## src/rtl/tt_sweep_pkg.sv

```systemverilog
// Shared types and defaults for the truth-table sweep controller.
package tt_sweep_pkg;

    // Sweep controller states
    typedef enum logic [1:0] {
        StIdle,
        StDrive,
        StSample,
        StDone
    } sweep_state_e;

    // Default number of function inputs
    localparam int unsigned DEF_N_IN = 4;

    // Golden table for F = (AB' + A'B)(C + D'), bit i = F({A,B,C,D} = i)
    localparam logic [15:0] DEF_EXPECTED = 16'h0DD0;

endpackage

```

## src/rtl/tt_settle_timer.sv

```systemverilog
// Loadable down-counter used to hold each vector for the settle time.
module tt_settle_timer #(
    parameter int unsigned WIDTH = 1
) (
    input  logic             clk,
    input  logic             rst,
    input  logic             load,
    input  logic [WIDTH-1:0] load_value,
    input  logic             dec,
    output logic [WIDTH-1:0] value,
    output logic             zero
);

    logic [WIDTH-1:0] value_q;

    // Load has priority; decrement saturates at zero
    always_ff @(posedge clk or posedge rst) begin
        if (rst) begin
            value_q <= '0;
        end else if (load) begin
            value_q <= load_value;
        end else if (dec && (value_q != '0)) begin
            value_q <= value_q - WIDTH'(1);
        end
    end

    assign value = value_q;
    assign zero  = (value_q == '0);

endmodule

```

## src/rtl/tt_sweep_ctrl.sv

```systemverilog
// Truth-table sweep controller: drives all input vectors to a combinational
// block, captures its output into a table and compares against a golden table.
// Optional first-mismatch capture is enabled by defining TT_SWEEP_FAIL_CAPTURE_EN.
module tt_sweep_ctrl
    import tt_sweep_pkg::*;
#(
    parameter int unsigned        N_IN     = DEF_N_IN,
    parameter int unsigned        SETTLE   = 2,
    parameter logic [2**N_IN-1:0] EXPECTED = DEF_EXPECTED
) (
    input  logic              clk,
    input  logic              rst,
    input  logic              start,
    output logic [N_IN-1:0]   abcd,
    input  logic              f_in,
    output logic              busy,
    output logic              done,
    output logic              pass,
    output logic [2**N_IN-1:0] table_out,
    output logic              fail_valid,
    output logic [N_IN-1:0]   fail_idx
);

    localparam int unsigned TBL_W = 2**N_IN;
    localparam int unsigned IDX_W = N_IN + 1;
    localparam int unsigned CNT_W = (SETTLE > 1) ? $clog2(SETTLE) : 1;
    localparam logic [IDX_W-1:0] LAST_IDX = IDX_W'(TBL_W - 1);

    sweep_state_e state_q, state_d;

    logic [IDX_W-1:0] idx_q;
    logic [TBL_W-1:0] table_q, table_sampled;
    logic             pass_q;
    logic             timer_load, timer_dec, timer_zero;
    logic [CNT_W-1:0] timer_value;
    logic             sweep_init, sample_en, last_vec;

    tt_settle_timer #(
        .WIDTH (CNT_W)
    ) u_settle_timer (
        .clk        (clk),
        .rst        (rst),
        .load       (timer_load),
        .load_value (CNT_W'(SETTLE - 1)),
        .dec        (timer_dec),
        .value      (timer_value),
        .zero       (timer_zero)
    );

    assign last_vec = (idx_q == LAST_IDX);

    // State register
    always_ff @(posedge clk or posedge rst) begin
        if (rst) begin
            state_q <= StIdle;
        end else begin
            state_q <= state_d;
        end
    end

    // Next-state and datapath control; start is only honoured when not busy
    always_comb begin
        state_d    = state_q;
        timer_load = 1'b0;
        timer_dec  = 1'b0;
        sweep_init = 1'b0;
        sample_en  = 1'b0;
        unique case (state_q)
            StIdle, StDone: begin
                if (start) begin
                    state_d    = StDrive;
                    sweep_init = 1'b1;
                    timer_load = 1'b1;
                end
            end
            StDrive: begin
                if (timer_zero) begin
                    state_d = StSample;
                end else begin
                    timer_dec = 1'b1;
                end
            end
            StSample: begin
                sample_en = 1'b1;
                if (last_vec) begin
                    state_d = StDone;
                end else begin
                    state_d    = StDrive;
                    timer_load = 1'b1;
                end
            end
            default: state_d = StIdle;
        endcase
    end

    // Table with the current sample merged in, so pass can see the final bit
    always_comb begin
        table_sampled = table_q;
        table_sampled[idx_q[N_IN-1:0]] = f_in;
    end

    // Vector index, captured table and pass verdict
    always_ff @(posedge clk or posedge rst) begin
        if (rst) begin
            idx_q   <= '0;
            table_q <= '0;
            pass_q  <= 1'b0;
        end else if (sweep_init) begin
            idx_q   <= '0;
            table_q <= '0;
            pass_q  <= 1'b0;
        end else if (sample_en) begin
            table_q <= table_sampled;
            if (last_vec) begin
                pass_q <= (table_sampled == EXPECTED);
            end else begin
                idx_q <= idx_q + IDX_W'(1);
            end
        end
    end

`ifdef TT_SWEEP_FAIL_CAPTURE_EN
    logic            fail_valid_q;
    logic [N_IN-1:0] fail_idx_q;

    // Latch only the first mismatching index of a sweep
    always_ff @(posedge clk or posedge rst) begin
        if (rst) begin
            fail_valid_q <= 1'b0;
            fail_idx_q   <= '0;
        end else if (sweep_init) begin
            fail_valid_q <= 1'b0;
            fail_idx_q   <= '0;
        end else if (sample_en && !fail_valid_q &&
                     (f_in != EXPECTED[idx_q[N_IN-1:0]])) begin
            fail_valid_q <= 1'b1;
            fail_idx_q   <= idx_q[N_IN-1:0];
        end
    end

    assign fail_valid = fail_valid_q;
    assign fail_idx   = fail_idx_q;
`else
    assign fail_valid = 1'b0;
    assign fail_idx   = '0;
`endif

    assign abcd      = idx_q[N_IN-1:0];
    assign busy      = (state_q == StDrive) || (state_q == StSample);
    assign done      = (state_q == StDone);
    assign pass      = pass_q;
    assign table_out = table_q;

    // Unused in the default build; kept for observability
    logic unused_timer;
    assign unused_timer = ^timer_value;

endmodule

```

## config.mk

```make
export PLATFORM = sky130hd
export DESIGN_NAME = tt_sweep_ctrl
export DESIGN_NICKNAME = d
export VERILOG_FILES = /design/src/rtl/tt_sweep_pkg.sv /design/src/rtl/tt_settle_timer.sv /design/src/rtl/tt_sweep_ctrl.sv
export SDC_FILE = /design/constraint.sdc
export NUM_CORES = 1
export LEC_CHECK = 0
export BUFFER_PORTS_ARGS = -buffer_cell sky130_fd_sc_hd__buf_2
export CORE_MARGIN = 2
export CORE_UTILIZATION = 55
export DETAILED_ROUTE_END_ITERATION = 6
export PLACE_DENSITY = 0.79
export SLEW_MARGIN = 0
export SYNTH_ARGS = -nofsm -noshare
export SYNTH_HDL_FRONTEND = slang
export SYNTH_SLANG_ARGS = --single-unit
```

## constraint.sdc

```tcl
create_clock -name clk -period 4.6 [get_ports clk]
set_clock_uncertainty 0.1 [all_clocks]
set_input_delay 1.15 -clock clk [delete_from_list [all_inputs] [get_ports clk]]
set_output_delay 1.15 -clock clk [all_outputs]
set_load 0.05 [all_outputs]
```

==> Word-level counts from Yosys, hierarchy flattened <==
Index checks and enable logic that the tools add are counted.
{ "totals": {"word_cells": 52, "regBits": 25, "output_inout_bits": 28, "inputBits": 4} }
{ "op_classes": {"add_sub_neg": 2, "n_lt_le_gt_ge": 2, "reduce_logical": 11, "n_mux": 24, "eq_ne": 8} }
{ "op_table": {"columns": ["op", "count"], "rows": [
  ["$mux W16", 2],
  ["$bwmux W16", 1],
  ["$eq A16 B12 Y1 const B", 1],
  ["$mux W5", 3],
  ["$mux W1", 12],
  ["$mux W2", 3],
  ["$ne A2 B2 Y1 const B", 3],
  ["$pmux W2 S3", 1],
  ["$reduce_and A2 Y1", 3],
  ["$reduce_bool A2 Y1", 3],
  ["$add A5 B1 Y5 const B", 1],
  ["$eq A5 B4 Y1 const B", 1],
  ["$lt A4 B5 Y1 const B", 1],
  ["$demux W1 S4", 1],
  ["$eq A2 B2 Y1 const B", 2],
  ["$ge A4 B1 Y1 const B", 1],
  ["$eq A2 B1 Y1 const B", 1],
  ["$logic_and A1 B1 Y1", 2],
  ["$logic_not A2 Y1", 1],
  ["$pmux W1 S2", 1],
  ["$reduce_or A2 Y1", 1],
  ["$logic_or A1 B1 Y1", 1],
  ["$sub A1 B1 Y1 const B", 1]
]} }

==> Logic depth before layout (Yosys ltp) <==
{ "logic_depth": {"word_depth": 9, "ltp_mapped": 8, "depth_no_buf": 7} }

==> By module <==
From an unflattened synthesis, not the netlist that was laid out.
{ "unflattened": {"cells_unflattened": 206, "area_unflattened_um2": 1715.4} }
{ "modules_own_cells": {"columns": ["mod", "cells_each", "instances", "area_each_um2"], "rows": [
  ["tt_sweep_ctrl", 201, 1, 1666.6],
  ["tt_settle_timer", 5, 1, 48.8]
]} }

==> Worst setup path after synthesis <==
OpenSTA, ideal clock, no wires.
{ "synth_timing": {"path_type": "input to register", "start": "input start", "end": "register pass_q, in the netlist pass", "path_slack_ns": 1.714, "arrival_time_ns": 2.691, "cell_stages": 6, "setup_time_ns": 0.095, "path_cell_list": "and2_4 -> buf_6 -> a211o_1 -> or4_1 -> or4_1 -> o31ai_1"} }
{ "synth_via": {"elab_chain_len": 4, "elab_cells_between_ends": 6, "cone_classes": "mux (3); reduce/logical (3)"} }
{ "synth_rtl": {"columns": ["item", "line_no", "source"], "rows": [
  ["start: declaration", "tt_sweep_ctrl.sv:13", "input logic start,"],
  ["$mux W1 (*)", "tt_sweep_ctrl.sv:70", "if (start) begin"],
  ["$mux W1 (*)", "tt_sweep_ctrl.sv:68", "unique case (state_q)"],
  ["$reduce_bool A2 Y1 (no line)", null, null],
  ["$reduce_and A2 Y1 (no line)", null, null],
  ["end signal: assignment", "tt_sweep_ctrl.sv:115", "pass_q <= (table_sampled == EXPECTED);"],
  ["end: declaration", "tt_sweep_ctrl.sv:33", "logic pass_q;"]
]} }
Every way passes the cells marked *; elsewhere a longest branch is shown, timed or not.
A chain may end at the register's enable or synchronous reset.

==> Worst setup path in the final report <==
{ "layout_timing": {"start": "register state_q[0]", "end": "output busy"} }
{ "layout_via": {"elab_chain_len": 2, "elab_cells_between_ends": 3, "cone_classes": "eq/ne (2); reduce/logical (1)"} }
{ "layout_rtl": {"columns": ["item", "line_no", "source"], "rows": [
  ["start: declaration", "tt_sweep_ctrl.sv:29", "sweep_state_e state_q, state_d;"],
  ["start signal: assignment", "tt_sweep_ctrl.sv:55", "state_q <= StIdle;"],
  ["start signal: assignment", "tt_sweep_ctrl.sv:57", "state_q <= state_d;"],
  ["$eq A2 B1 Y1 or $eq A2 B2 Y1 (tied branches)", "tt_sweep_ctrl.sv:149", "assign busy = (state_q == StDrive) || (state_q == StSample);"],
  ["$logic_or A1 B1 Y1 (*)", "tt_sweep_ctrl.sv:149", null],
  ["end: declaration", "tt_sweep_ctrl.sv:16", "output logic busy,"]
]} }
Marks and branches as above.

==> impl_table.tex <==
\begin{tabular}{lr}
\hline
Metric & Value \\
\hline
\multicolumn{2}{l}{\textbf{Synth}} \\
Area of the mapped netlist & 1690 sq um \\
Async set-reset flop share out of synthesis & 100\% \\
Unique cell type count in the Yosys netlist & 41 \\
Part of the Yosys area used for sequential elements & 37.1\% \\
Average footprint of a synthesized cell & 8.82 sq um \\
Primary flip-flop cell chosen by synthesis mapping & dfrtp\_1 \\
Synth top cells by count & 26 x nor2\_1, 25 x dfrtp\_1, 21 x nand3\_1, 17 x mux2i\_1, 13 x inv\_1 \\
Count leader, synth & nor2\_1 \\
Most area-consuming cells after synthesis & dfrtp\_1 37\%, mux2i\_1 10\%, ha\_1 6.7\% \\
Proportion of netlist area held by the largest area contributor & 37.1\% \\
Yosys warnings & 0 \\
Instance count of the mapped netlist & 191 \\
Cell taking the most area after synthesis & dfrtp\_1 \\
Count of flip-flops with a built-in enable after synthesis & 0 \\
Register bit total from synthesis & 25 \\
\multicolumn{2}{l}{\textbf{Route}} \\
Mean routed wirelength per cell & 15.1 microns \\
Antenna viol nets, final & 0 \\
DRC violation count after routing & 0 \\
Wire length reported by the detailed router & 3510 microns \\
Vias per std cell & 5.91 \\
DRT Pass-1 Iters & 4 \\
Number of vias after detailed routing & 1372 \\
Starting DRC count in detailed routing & 35 \\
\multicolumn{2}{l}{\textbf{Setup path}} \\
Critical-path maximum fanout & 5 \\
Data required, critical path & 3.35 ns \\
CP Data Arrival Time & 1.50 ns \\
Worst reg-to-reg setup slack & 1.93 ns \\
Crit end category & output port \\
Critical path start-end classification & reg2out \\
Reg-to-reg endpoint & pass\$\_DFFE\_PP0P\_ \\
Worst r2r path cells & 6 \\
Startpoint types & flip-flop \\
Launching point of the worst reg2reg path & state\_q[0]\$\_DFFE\_PP0P\_ \\
\multicolumn{2}{l}{\textbf{Final layout}} \\
Layout filler cell count & 279 \\
Post-layout instance count excluding filler cells & 232 \\
Net total in the final layout & 213 \\
Ant. Diodes & 0 \\
Area Overhead vs Synth & 3.19\% \\
Fraction of layout instances using a drive strength above 1 & 15.6\% \\
End-of-flow core utilization & 58.4\% \\
\multicolumn{2}{l}{\textbf{Power and ir drop}} \\
PwrDens & 430 nW/um\^{}2 \\
LEAKAGE & 0.940 nW \\
Worst vdd rail ir drop & 407 uV \\
Final Total Pwr & 0.747 mW \\
\multicolumn{2}{l}{\textbf{Die}} \\
Core area & 2980 sq um \\
Number of top-level design ports & 32 \\
Horizontal die dimension & 59.4 microns \\
Number of placement rows & 20 \\
Y dimension of the die & 59.4 microns \\
Initial core utilization & 56.6\% \\
Die area & 3520 sq um \\
\multicolumn{2}{l}{\textbf{Global routing}} \\
Global-route wire length before repair & 5970 microns \\
Total routing usage reported by global routing & 22.2\% \\
Vias in the first global route & 1268 \\
Pin count of the biggest net entering global routing & 27 \\
Initial antenna violation count & 0 \\
Total grt overflow & 0 \\
\multicolumn{2}{l}{\textbf{Timing}} \\
Relative slew slack & 38.0\% \\
Max Transition Viols Final & 0 \\
Time the final worst path needs with I/O delays and setup & 2.75 ns \\
Final-layout setup total negative slack & 0 ns \\
Maximum frequency from static timing analysis & 364 MHz \\
Setup-failing EPs final & 0 \\
Slew at the pin closest to its max-slew limit & 0.930 ns \\
Hold Fails Final Rpt & 0 \\
Share of the clock period used by the worst path after layout & 59.7\% \\
Worst Slack Setup Final & 1.85 ns \\
RSZ-0062 raised after global routing & false \\
\multicolumn{2}{l}{\textbf{Run status}} \\
Run status & finished clean \\
\multicolumn{2}{l}{\textbf{Placed design}} \\
Count of port buffers added during placement & 26 \\
Placer congestion estimate & 0.880 \\
Hpwl dp & 2440 microns \\
Worst setup timing slack at the placement stage & 1.53 ns \\
Cell count after placement & 228 \\
\multicolumn{2}{l}{\textbf{Worst hold path}} \\
Class of the tightest hold or removal check & reg2reg \\
Worst min-delay path endpoint & table\_out[6]\$\_DFFE\_PP0P\_ \\
Startpoint of the most critical hold path & table\_out[6]\$\_DFFE\_PP0P\_ \\
Number of stages on the worst hold path & 2 \\
\multicolumn{2}{l}{\textbf{CTS}} \\
Number of sinks handled by clock tree synthesis & 25 \\
Cells resized by post-CTS repair & 0 \\
Clock buffers created by TritonCTS & 3 \\
CTS Root Cell & clkbuf\_4 \\
Skew-Pair Late Insertion Delay & 0.32 ns \\
Clk buf depth & 2 \\
Post-CTS Setup Inserts & 0 \\
TritonCTS clock tree & built \\
Clock transition at the registers of the reported paths & 0.14 ns \\
Total number of H-tree levels & 1 \\
Number of hold buffers added after CTS & 0 \\
\multicolumn{2}{l}{\textbf{Run}} \\
Max-cap viol count & 0 \\
\hline
\end{tabular}
sequential cells by signal, summed over array words and instances (netlist names):
name / flops
idx_q: 5
state_q: 2
u_settle_timer.value: 1
pass: 1
table_out: 16
placed cells by master, fill, tap and decap left out, drive strengths merged, types with 5 or more instances in the layout:
cell type,Yosys,final
o21ai,6,6
conb,1,5
nand3,21,21
ha,9,9
dfrtp,25,25
buf,15,26
inv,13,13
nor2,26,26
mux2i,17,17
a21oi,6,6
area by class of cell:
type	instances	area [sq um]	area share, %
clock buffer	4	26.3	1.51
inverter	13	48.8	2.81
multi-input combinational	131	867	49.9
sequential	25	626	36.0
tap	33	41.3	2.37
timing repair buffer	26	130	7.48
worst max-delay path by stage:
stage / startpoint / to / slack [ns] / cells after the start
after floorplan: start / pass$_DFFE_PP0P_ / 1.71 / 6
after global placement: start / pass$_DFFE_PP0P_ / 1.58 / 6
after detailed placement: start / pass$_DFFE_PP0P_ / 1.53 / 6
after CTS: state_q[0]$_DFFE_PP0P_ / busy / 1.84 / 4
after global routing: state_q[0]$_DFFE_PP0P_ / busy / 1.77 / 4
final: state_q[0]$_DFFE_PP0P_ / busy / 1.85 / 4
logic make-up (layout without fill, tap and decap cells):
kind of cell	count (synthesis)	count (layout)	synth area share, %
buf+inv	39	43	12.3
other cells	1	5	0.223
flops	25	25	37.1
xor+xnor	4	4	2.08
mux	17	17	10.1
fa+ha+maj	9	9	6.68
compound gates	28	28	10.8
simple gates	68	68	20.6
metrics by stage:
stage / area, sq um / hold slack [ns]
after global routing: 1740 / 0.484
after CTS: 1740 / 0.462
final: 1740 / 0.463
after detailed placement: 1710 / 0.431
after floorplan: 1700 / 0.403
after global placement: 1710 / 0.421
worst max-delay path: stages (launching register included):
cell,delay [ns]
dfrtp_1,0.44
inv_1,0.06
ha_1,0.32
inv_1,0.09
buf_2,0.26
routing by layer:
metal	up-vias	wire [microns]	global-route usage (%)
met5	-	0	0
li1	656	-	-
met4	0	61	9.09
met2	50	1680	35.8
met3	7	183	2.40
met1	659	1590	30.2
report_power, final:
part	switching (mW)	leakage [nW]	internal (mW)
combinational	0.266	0.582	0.0998
clock	0.0678	0.0150	0.0340
sequential	0.0330	0.343	0.247
total	0.367	0.940	0.381
Power figures use the tool's default switching activity.
